### src/rtl/id_ex_fwd_reg.sv
// ID/EX pipeline register for the RISC-V core. Besides the operands and control, it
// registers precomputed EX operand-mux selects and flags load-use hazards back to ID.
module id_ex_fwd_reg #(
    parameter int XLEN    = 32,
    parameter int ALUOP_W = 4
) (
    input  logic               clk,
    input  logic               rst_n,
    input  logic               ex_hold,
    input  logic               flush,
    input  logic               id_valid,
    input  logic [XLEN-1:0]    id_pc,
    input  logic [XLEN-1:0]    id_rs1_data,
    input  logic [XLEN-1:0]    id_rs2_data,
    input  logic [XLEN-1:0]    id_imm,
    input  logic [4:0]         id_rs1,
    input  logic [4:0]         id_rs2,
    input  logic [4:0]         id_rd,
    input  logic               id_reg_write,
    input  logic               id_mem_read,
    input  logic               id_mem_write,
    input  logic               id_alu_src,
    input  logic               id_a_is_pc,
    input  logic [ALUOP_W-1:0] id_alu_op,
    input  logic [4:0]         exmem_rd,
    input  logic               exmem_reg_write,
    output logic               stall_id,
    output logic               ex_valid,
    output logic               ex_reg_write,
    output logic               ex_mem_read,
    output logic               ex_mem_write,
    output logic [XLEN-1:0]    ex_pc,
    output logic [XLEN-1:0]    ex_rs1_data,
    output logic [XLEN-1:0]    ex_rs2_data,
    output logic [XLEN-1:0]    ex_imm,
    output logic [4:0]         ex_rd,
    output logic [ALUOP_W-1:0] ex_alu_op,
    output logic [1:0]         ex_sel_a,
    output logic [1:0]         ex_sel_b,
    output logic [1:0]         ex_sel_st
);

    localparam logic [1:0] SEL_RF    = 2'b00;
    localparam logic [1:0] SEL_EXMEM = 2'b01;
    localparam logic [1:0] SEL_MEMWB = 2'b10;
    localparam logic [1:0] SEL_ALT   = 2'b11;

    logic       ex_prod_ok;
    logic       exmem_prod_ok;
    logic [1:0] fwd_rs1;
    logic [1:0] fwd_rs2;
    logic [1:0] sel_a_nxt;
    logic [1:0] sel_b_nxt;
    logic       load_use;
    logic       bubble;

    // The current EX occupant lands in EX/MEM next cycle; the current EX/MEM lands in MEM/WB.
    assign ex_prod_ok    = ex_valid & ex_reg_write & (ex_rd != 5'd0);
    assign exmem_prod_ok = exmem_reg_write & (exmem_rd != 5'd0);

    always_comb begin
        fwd_rs1 = SEL_RF;
        if (ex_prod_ok && (ex_rd == id_rs1)) begin
            fwd_rs1 = SEL_EXMEM;
        end else if (exmem_prod_ok && (exmem_rd == id_rs1)) begin
            fwd_rs1 = SEL_MEMWB;
        end
    end

    always_comb begin
        fwd_rs2 = SEL_RF;
        if (ex_prod_ok && (ex_rd == id_rs2)) begin
            fwd_rs2 = SEL_EXMEM;
        end else if (exmem_prod_ok && (exmem_rd == id_rs2)) begin
            fwd_rs2 = SEL_MEMWB;
        end
    end

    assign sel_a_nxt = id_a_is_pc ? SEL_ALT : fwd_rs1;
    assign sel_b_nxt = id_alu_src ? SEL_ALT : fwd_rs2;

    // Load data is only available after MEM, so a dependent op must wait one cycle.
    assign load_use = id_valid & ex_valid & ex_mem_read & (ex_rd != 5'd0) &
                      ((ex_rd == id_rs1) | (ex_rd == id_rs2));
    assign stall_id = load_use & ~flush;
    assign bubble   = flush | stall_id;

    always_ff @(posedge clk or negedge rst_n) begin
        if (!rst_n) begin
            ex_valid     <= 1'b0;
            ex_reg_write <= 1'b0;
            ex_mem_read  <= 1'b0;
            ex_mem_write <= 1'b0;
            ex_rd        <= 5'd0;
            ex_sel_a     <= SEL_RF;
            ex_sel_b     <= SEL_RF;
            ex_sel_st    <= SEL_RF;
        end else if (!ex_hold) begin
            if (bubble || !id_valid) begin
                ex_valid     <= 1'b0;
                ex_reg_write <= 1'b0;
                ex_mem_read  <= 1'b0;
                ex_mem_write <= 1'b0;
                ex_rd        <= 5'd0;
                ex_sel_a     <= SEL_RF;
                ex_sel_b     <= SEL_RF;
                ex_sel_st    <= SEL_RF;
            end else begin
                ex_valid     <= 1'b1;
                ex_reg_write <= id_reg_write;
                ex_mem_read  <= id_mem_read;
                ex_mem_write <= id_mem_write;
                ex_rd        <= id_rd;
                ex_sel_a     <= sel_a_nxt;
                ex_sel_b     <= sel_b_nxt;
                ex_sel_st    <= fwd_rs2;
            end
        end
    end

    // Data fields are don't-care under a bubble, so they only load on a real capture.
    always_ff @(posedge clk or negedge rst_n) begin
        if (!rst_n) begin
            ex_pc       <= '0;
            ex_rs1_data <= '0;
            ex_rs2_data <= '0;
            ex_imm      <= '0;
            ex_alu_op   <= '0;
        end else if (!ex_hold && !bubble) begin
            ex_pc       <= id_pc;
            ex_rs1_data <= id_rs1_data;
            ex_rs2_data <= id_rs2_data;
            ex_imm      <= id_imm;
            ex_alu_op   <= id_alu_op;
        end
    end

endmodule

### config.mk
export PLATFORM = sky130hd
export DESIGN_NAME = id_ex_fwd_reg
export DESIGN_NICKNAME = d
export VERILOG_FILES = /design/src/rtl/id_ex_fwd_reg.sv
export SDC_FILE = /design/constraint.sdc
export NUM_CORES = 1
export LEC_CHECK = 0
export ABC_CLOCK_PERIOD_IN_PS = 3350
export CORE_MARGIN = 3
export CORE_UTILIZATION = 40
export CTS_CLUSTER_SIZE = 24
export DETAILED_ROUTE_END_ITERATION = 7
export PLACE_DENSITY = 0.8
export REMOVE_ABC_BUFFERS = 1
export SLEW_MARGIN = 20
export SYNTH_ARGS = -nofsm -noshare
export SYNTH_HDL_FRONTEND = slang
export SYNTH_SLANG_ARGS = --single-unit
### constraint.sdc
create_clock -name clk -period 3.35 [get_ports clk]
set_clock_uncertainty 0.1 [all_clocks]
set_input_delay 0.5025 -clock clk [delete_from_list [all_inputs] [get_ports clk]]
set_output_delay 0.5025 -clock clk [all_outputs]
set_load 0.03 [all_outputs]
== Word level (Yosys, flattened, before mapping) ==
Cells that the tools add are included.

* Output and inout bits: 148
* Input port bits: 163
* Flip-flop bits (word level): 147

* Multiplexer cells: 14
* Reduce and logical (&&, ||, !) cells: 11
* Eq/ne operators: 4
* Bitwise gates (word level): 11

{| class="wikitable"
|+ Operator list
! kind !! count
|-
| $eq A5 B5 Y1 || 4
|-
| $mux W2 || 9
|-
| $reduce_bool A5 Y1 || 2
|-
| $and A1 B1 Y1 || 8
|-
| $logic_and A1 B1 Y1 || 5
|-
| $mux W5 || 1
|-
| $mux W1 || 4
|-
| $logic_not A1 Y1 || 3
|-
| $or A1 B1 Y1 || 2
|-
| $logic_or A1 B1 Y1 || 1
|-
| $not A1 Y1 || 1
|}

== Longest topological paths before layout ==
Gate-level depths: netlist of run 1.

* Depth in word-level cells: 8
* Gate-level depth with buffers: 9
* Depth with buffers taken out: 6

== Least setup slack after synthesis of run 1 ==
OpenSTA, ideal clock, no wires.

* Path kind: flip-flop to flip-flop
* From: register ex_rd[0]
* To: register ex_rs1_data[23]
* Setup time: 125 ps
* Stages on the path, launching flop included: 10
* Arrival time: 2,556 ps
* Path buffers: 3
* Required time: 3,125 ps
* Period minus slack after synthesis: 2,781 ps
* Path slack: 569 ps
* Path through: dfrtp_1 nor2b_1 a2111o_1 or4_1 a21o_1 and2_4 buf_6 buf_8 buf_8 mux2_4

* Cells in the longest elaborated chain, start to end: 7
* Elaborated cells on any way between the ends: 10
* Those cells by class: eq/ne (2); bitwise (5); reduce/logical (3)

{| class="wikitable"
|+ Ends and longest elaborated chain
! item !! RTL line !! text
|-
| start, declared || 36 || <nowiki>output logic [4:0] ex_rd,</nowiki>
|-
| start signal, assigned || 113 || <nowiki>ex_rd <= id_rd;</nowiki>
|-
| $eq A5 B5 Y1 / $reduce_bool A5 Y1 (equally long branches) || 84, 83 ||
|-
| $or A1 B1 Y1 / $and A1 B1 Y1 (equally long branches) || 84, 83 ||
|-
| $and A1 B1 Y1 * || 83 || <nowiki>assign load_use = id_valid & ex_valid & ex_mem_read & (ex_rd != 5'd0) &</nowiki>
|-
| $and A1 B1 Y1 * || 85 || <nowiki>assign stall_id = load_use & ~flush;</nowiki>
|-
| $or A1 B1 Y1 * || 86 || <nowiki>assign bubble = flush | stall_id;</nowiki>
|-
| $logic_not A1 Y1 * || 129 || <nowiki>end else if (!ex_hold && !bubble) begin</nowiki>
|-
| $logic_and A1 B1 Y1 * || 129 ||
|-
| end signal, assigned || 131 || <nowiki>ex_rs1_data <= id_rs1_data;</nowiki>
|-
| end, declared || 33 || <nowiki>output logic [XLEN-1:0] ex_rs1_data,</nowiki>
|}

Every way passes the cells marked *; elsewhere a longest branch is shown, timed or not.
A chain may end at the register's enable or synchronous reset.

== Final worst setup path of run 1 ==
* From: input id_rs1[0]
* To: output stall_id

* Cells in the longest elaborated chain, start to end: 4

{| class="wikitable"
|+ Ends and longest elaborated chain
! item !! RTL line !! text
|-
| start, declared || 16 || <nowiki>input logic [4:0] id_rs1,</nowiki>
|-
| $eq A5 B5 Y1 || 84 || <nowiki>((ex_rd == id_rs1) | (ex_rd == id_rs2));</nowiki>
|-
| $or A1 B1 Y1 || 84 ||
|-
| $and A1 B1 Y1 || 83 ||
|-
| $and A1 B1 Y1 || 85 ||
|-
| end, declared || 27 || <nowiki>output logic stall_id,</nowiki>
|}

No other way between the ends.

==> metrics, run 1 <==
Die ar.=16600 um2; Starting Density=0.411; post-synthesis sequential area ratio=0.611; relative slew slack=0.610; share of post-route cells with drive strength above 1=0.246; origin of the worst setup path=id_rs1[0]; DR WL/cell=18.8 um; DIE HEIGHT=129 um; cells along the critical path=clkdlybuf4s50_1 > nor2b_1 > a2111o_1 > or4_1 > a21o_1 > nor2_1 > buf_4; worst path buffer plus inverter count=2; Final TNS setup=0 ns; Synth Area in Simple Gates=0.0222; switching share of power=0.300; HP Start=ex_mem_write; core area=14600 um2; CTS tree=built; Max Freq=310 MHz; ANT nets after route=0; row cnt=44; Post-Route WL=16600 um; Startpoint Class=input port; multiplexer share of the synthesized area=0.277; DRC=0; CP top delay family=simple AND/OR/NAND/NOR gates; CP max stage delay=0.55 ns; WS Path Type=in -> out; gr busiest metal=met2; Worst VDD drop=0.000512 V; via count=4339; Hold Path Class=reg -> reg; clk_lat worst skew=0.41 ns; Clock Sinks=147; grt total ovfl=0; largest net degree at the start of global routing=86; CP max FO=3; die width=129 um; outcome=complete, no violations; H-Tree Depth=4; Worst Max-Slew Pin Slew=0.586 ns; first-pass GRT wire length=25700 um; adder-cell share of the synthesized area=0; Final Hold Viols=0; Slowest cell on crit path=or4_1; XOR/XNOR share of the synthesized area=0.0233; DR vias/cell=4.93; switching pwr=1710 uW; Post-Syn Instances=367; Antenna Cells=0; Global Route Usage Sum=0.201; fin area=9850 um2; GPL Wtd Cong=0.821; Setup-failing EPs final=0; Netlist cell types=28; Static Leak=0.00409 uW; Tcrit/Tclk final=0.964; power per cell area=578 nW/um2; clk slew on worst S/H paths=0.06 ns; total CTS buffers=17; number of global-route vias before repair=4672; Seq pwr share=0.381; dpl hpwl=12300 um; met2 Use GR=0.345; DP Worst Slack=0.0942 ns; DRT iter0 DRCs=169; Final nets=847; largest family of logic cells by synthesized area=multiplexers; CTS root buf=clkbuf_16; Setup WS post-layout=0.120 ns; worst path required time=2.75 ns; number of synthesized register bits=147; # IOs=311; Syn. warnings=0; Max Cap Viol=0; Filler Cell Count=1021; Syn Std Cell Area=6020 um2; drt pass-1 iters=4; Final Power=5690 uW; Synth Area in Compound Gates=0.0339; Clk pwr share=0.326; antenna violations before repair=0; dpl cell area=9270 um2; RSZ-0062 raised after global routing=no; Critical Path AT=2.63 ns; Comb pwr share=0.294; I/O Buffers=310; Bufs on Longest Clock Path=2; Pint=3980 uW; Slew Limit Fails=0; Syn Area/Cell=16.4 um2; GR Util met3=0.0785; post-route minimum period=3.23 ns; post-CTS setup buffers=0; Area Overhead vs Synth=63.6%; routing usage on met1=0.225; Reg-to-Reg Start=ex_rd[0]; crit path capture type=primary output
## layout make-up
cell class	instances	area, um2	area share
clock buffers	19	443	0.0450
clock inverters	12	133	0.0135
inverters	4	15.0	0.00152
multi-input cells	197	2140	0.218
flip-flops and latches	147	3680	0.373
well taps	184	230	0.0234
repair buffers	317	3210	0.326
## worst paths after layout
kind                              endpoint  slack (ns)  depth (start not counted)
min reg2reg                   ex_mem_write        0.39                          1
max reg2reg                ex_rs1_data[29]        0.66                          7
max in group asynchronous  ex_rs1_data[21]        1.70                          3
min                           ex_mem_write        0.39                          1
min in group asynchronous  ex_rs1_data[11]        0.54                          2
max                               stall_id        0.12                          7
## cells in the final DEF, fill, tap and decap left out, types with 2 or more instances in the layout
cell type        count
clkdlybuf4s50_1    308
dfrtp_1            147
mux2_2              84
mux2_4              48
clkbuf_16           17
a32o_1              11
xnor2_1             10
nand2_1              6
xor2_1               6
o21ai_0              6
clkinvlp_4           6
or4_1                5
nor2_1               5
inv_1                4
buf_12               4
nor2b_1              3
buf_4                3
o22ai_1              2
nand4_1              2
bufinv_16            2
clkinv_2             2
inv_6                2
## state kept, by name, summed over array words and instances, names as in the netlist
signal and cells:
ex_pc 32, ex_reg_write 1, ex_imm 32, ex_sel_a 2, ex_mem_read 1, ex_rs1_data 32
ex_valid 1, ex_sel_b 2, ex_alu_op 4, ex_mem_write 1, ex_rs2_data 32, ex_rd 5
ex_sel_st 2
## cells in the mapped netlist
library cell	n	area, um2
buf_8	2	30.0
and2_4	1	8.76
inv_1	4	15.0
a22o_1	1	8.76
buf_6	2	22.5
nor2b_1	3	18.8
dfrtp_1	147	3680
buf_2	8	40.0
a32o_1	11	110
o21bai_1	1	7.51
o2111ai_1	1	8.76
clkbuf_1	3	11.3
a21o_1	1	7.51
a2111o_1	1	11.3
mux2_2	84	946
o211ai_1	1	7.51
xnor2_1	10	87.6
nor4b_1	1	8.76
nor2_1	5	18.8
xor2_1	6	52.6
nand2_1	6	22.5
mux2_4	48	721
o22ai_1	2	12.5
nand4_1	2	12.5
nor4_1	1	6.26
o21ai_0	6	30.0
buf_12	4	80.1
or4_1	5	37.5
## through the flow
stage / hold WS (ns) / util / std cells
floorplan: 0.107 / - / 348
global route: 0.413 / 0.673 / 880
detailed placement: 0.373 / 0.633 / 848
finish: 0.391 / 0.673 / 880
CTS: 0.388 / 0.673 / 880
global placement: 0.372 / 0.633 / 848
## what timing repair did
| action | 4_1_cts | 5_1_grt |
|---|---|---|
| hold buffers | 1 | 0 |
| hold endpoints to repair | 62 | 0 |
| resized for setup | 0 | 0 |
## power groups by stage
| stage | registers (uW) | clock network (uW) | logic (uW) |
|---|---|---|---|
| floorplan | 2670 | 0 | 346 |
| global placement | 2180 | 0 | 1660 |
| detailed placement | 2190 | 0 | 1680 |
| CTS | 2170 | 1900 | 1690 |
| global route | 2200 | 1980 | 1750 |
| finish | 2160 | 1850 | 1670 |
## routing by layer
metal	share of wire	wire length, um	vias up
met3	0.093	1540	32
met5	0	0	-
met1	0.36	5930	2140
li1	-	-	1956
met4	0.028	472	0
met2	0.52	8630	211
## cells by family after synthesis
group,count (synthesis)
flip-flops,147
XOR/XNOR,16
AO/OA/AOI/OAI,25
AND/OR/NAND/NOR,24
buffers and inverters,23
multiplexers,132
No activity file was read; power rests on OpenSTA's default activity.
==> run 2, diff against run 1 <==
--- a/config.mk
+++ b/config.mk
@@ -6,8 +6,8 @@
 export NUM_CORES = 1
 export LEC_CHECK = 0
 export ABC_CLOCK_PERIOD_IN_PS = 3350
-export CORE_MARGIN = 3
 export CORE_UTILIZATION = 40
+export CTS_CLUSTER_DIAMETER = 120
 export CTS_CLUSTER_SIZE = 24
 export DETAILED_ROUTE_END_ITERATION = 7
 export PLACE_DENSITY = 0.8
==> run 2 against run 1 <==
Effect of this change:
- the flow now finishes with violations (negative hold slack)
- flip-flop and latch count did not move
- total power increased by 0.90%
- sequential share of layout area shrank 0.16 points
- via count grew 0.55%
- fmax rose by 2.6%
- critical path depth unchanged
- setup slack better by 0.081 ns
- sequential power about the same
- combinational power about the same
- critical endpoint unchanged
- largest cell class unchanged
==> metrics, run 2 (same netlist as run 1, synthesis figures left out) <==
outcome=finished, violations left; failing checks=negative hold slack; dpl hpwl=12100 um; sequential cell area=3680 um2; Static Leak=0.00413 uW; number of global-route vias before repair=4861; Bufs on Longest Clock Path=2; Non-Filler Instances=884; I/O Buffers=310; # IOs=311; hold_buf cts=0; RSZ-0062 raised after global routing=no; clk slew on worst S/H paths=0.06 ns; H-Tree Depth=4; Tcrit/Tclk final=0.940; DR WL/cell=18.5 um; share of post-route cells with drive strength above 1=0.251; Slew Limit Fails=0; first-pass GRT wire length=26300 um; largest net degree at the start of global routing=72; antenna violations before repair=0; Max Cap Viol=0; row cnt=44; relative slew slack=0.561; Max Freq=318 MHz; Post-Route WL=16300 um; die width=125 um; Critical Path AT=2.55 ns; CP max FO=3; DR vias/cell=4.94; via count=4363; power per cell area=580 nW/um2; CTS tree=built; Startpoint Class=input port; ANT nets after route=0; Final TNS setup=0 ns; drt pass-1 iters=4; Setup-failing EPs final=0; Worst Max-Slew Pin Slew=0.659 ns; DRT iter0 DRCs=223; CP top delay family=simple AND/OR/NAND/NOR gates; Filler Cell Count=1043; crit path capture type=primary output; Area Overhead vs Synth=64.3%; DIE HEIGHT=125 um; worst path required time=2.75 ns; Resized Gates After CTS=0; post-CTS setup buffers=0; Final Hold Viols=3; WS Path Type=in -> out; CTS root buf=clkbuf_16; Antenna Cells=0; CP max stage delay=0.54 ns; Clock Sinks=147; reg2reg setup slack=0.72 ns; GPL Wtd Cong=0.817; area occupied by multi-input gates=2140 um2; Slowest cell on crit path=or4_1; Starting Density=0.413; DRC=0; post-route minimum period=3.15 ns; grt total ovfl=0; cells along the critical path=clkdlybuf4s50_1 > nor2b_1 > a2111o_1 > or4_1 > a21o_1 > nor2_1 > buf_4; Final Power=5740 uW; worst path buffer plus inverter count=2; core area=14600 um2; fin util=0.678; Placed Cells=852; WHS=-0.0116 ns; total CTS buffers=17; Global Route Usage Sum=0.217; Die ar.=15600 um2; most common cell after layout, fill and taps aside=clkdlybuf4s50_1; Hold Path Class=in -> async; Worst VDD drop=0.000382 V; Final nets=850; most frequent cells in the layout=clkdlybuf4s50_1 (308), dfrtp_1 (147), mux2_2 (84), mux2_4 (48), clkbuf_16 (17); clk_lat worst skew=0.41 ns
## run 2: path summary, 6_finish.rpt
check	start	end	cells after the start
max in group asynchronous	rst_n	ex_rs2_data[21]	2
min in group clk	ex_mem_write	ex_mem_write	1
max	id_rs1[0]	stall_id	7
min	rst_n	ex_pc[26]	1
min reg2reg	ex_mem_write	ex_mem_write	1
max reg2reg	ex_rd[0]	ex_rs1_data[27]	7
## run 2: metrics by stage
stage	instance area (um2)	setup slack, ns
2_1_floorplan	5840	0.0722
3_3_place_gp	9300	0.137
3_5_place_dp	9300	0.111
4_1_cts	9890	0.206
5_1_grt	9890	0.121
6_report	9890	0.201
## run 2: layout make-up
cell class | instances | area share
sequential | 147 | 0.372
inverter | 4 | 0.00152
multi-input combinational | 197 | 0.217
clock inverter | 11 | 0.0129
timing repair buffer | 320 | 0.326
tap | 184 | 0.0233
clock buffer | 21 | 0.0476
## run 2: worst register-to-register path: stages, from the launching register on
cell,delay (ns)
dfrtp_1,0.44
nor2b_1,0.07
a2111o_1,0.38
or4_1,0.54
a21o_1,0.23
and2_4,0.20
buf_4,0.24
mux2_4,0.32
## run 2: power by group
group / total [uW] / switching (uW) / internal [uW]
clock network: 1900 / 742 / 1160
logic: 1670 / 824 / 849
registers: 2170 / 144 / 2020
## run 2: per-layer routing
metal / part of all wire / track usage / vias up
li1: - / - / 1957
met1: 0.39 / 0.248 / 2161
met2: 0.51 / 0.365 / 214
met3: 0.079 / 0.0777 / 31
met4: 0.026 / 0.0950 / 0
met5: 0 / 0 / -
==> run 3, diff against run 2 <==
--- a/config.mk
+++ b/config.mk
@@ -5,7 +5,6 @@
 export SDC_FILE = /design/constraint.sdc
 export NUM_CORES = 1
 export LEC_CHECK = 0
-export ABC_CLOCK_PERIOD_IN_PS = 3350
 export CORE_UTILIZATION = 40
 export CTS_CLUSTER_DIAMETER = 120
 export CTS_CLUSTER_SIZE = 24
==> results of run 3 <==
Same layout as run 2: the final DEF is identical, and so are final timing and power.
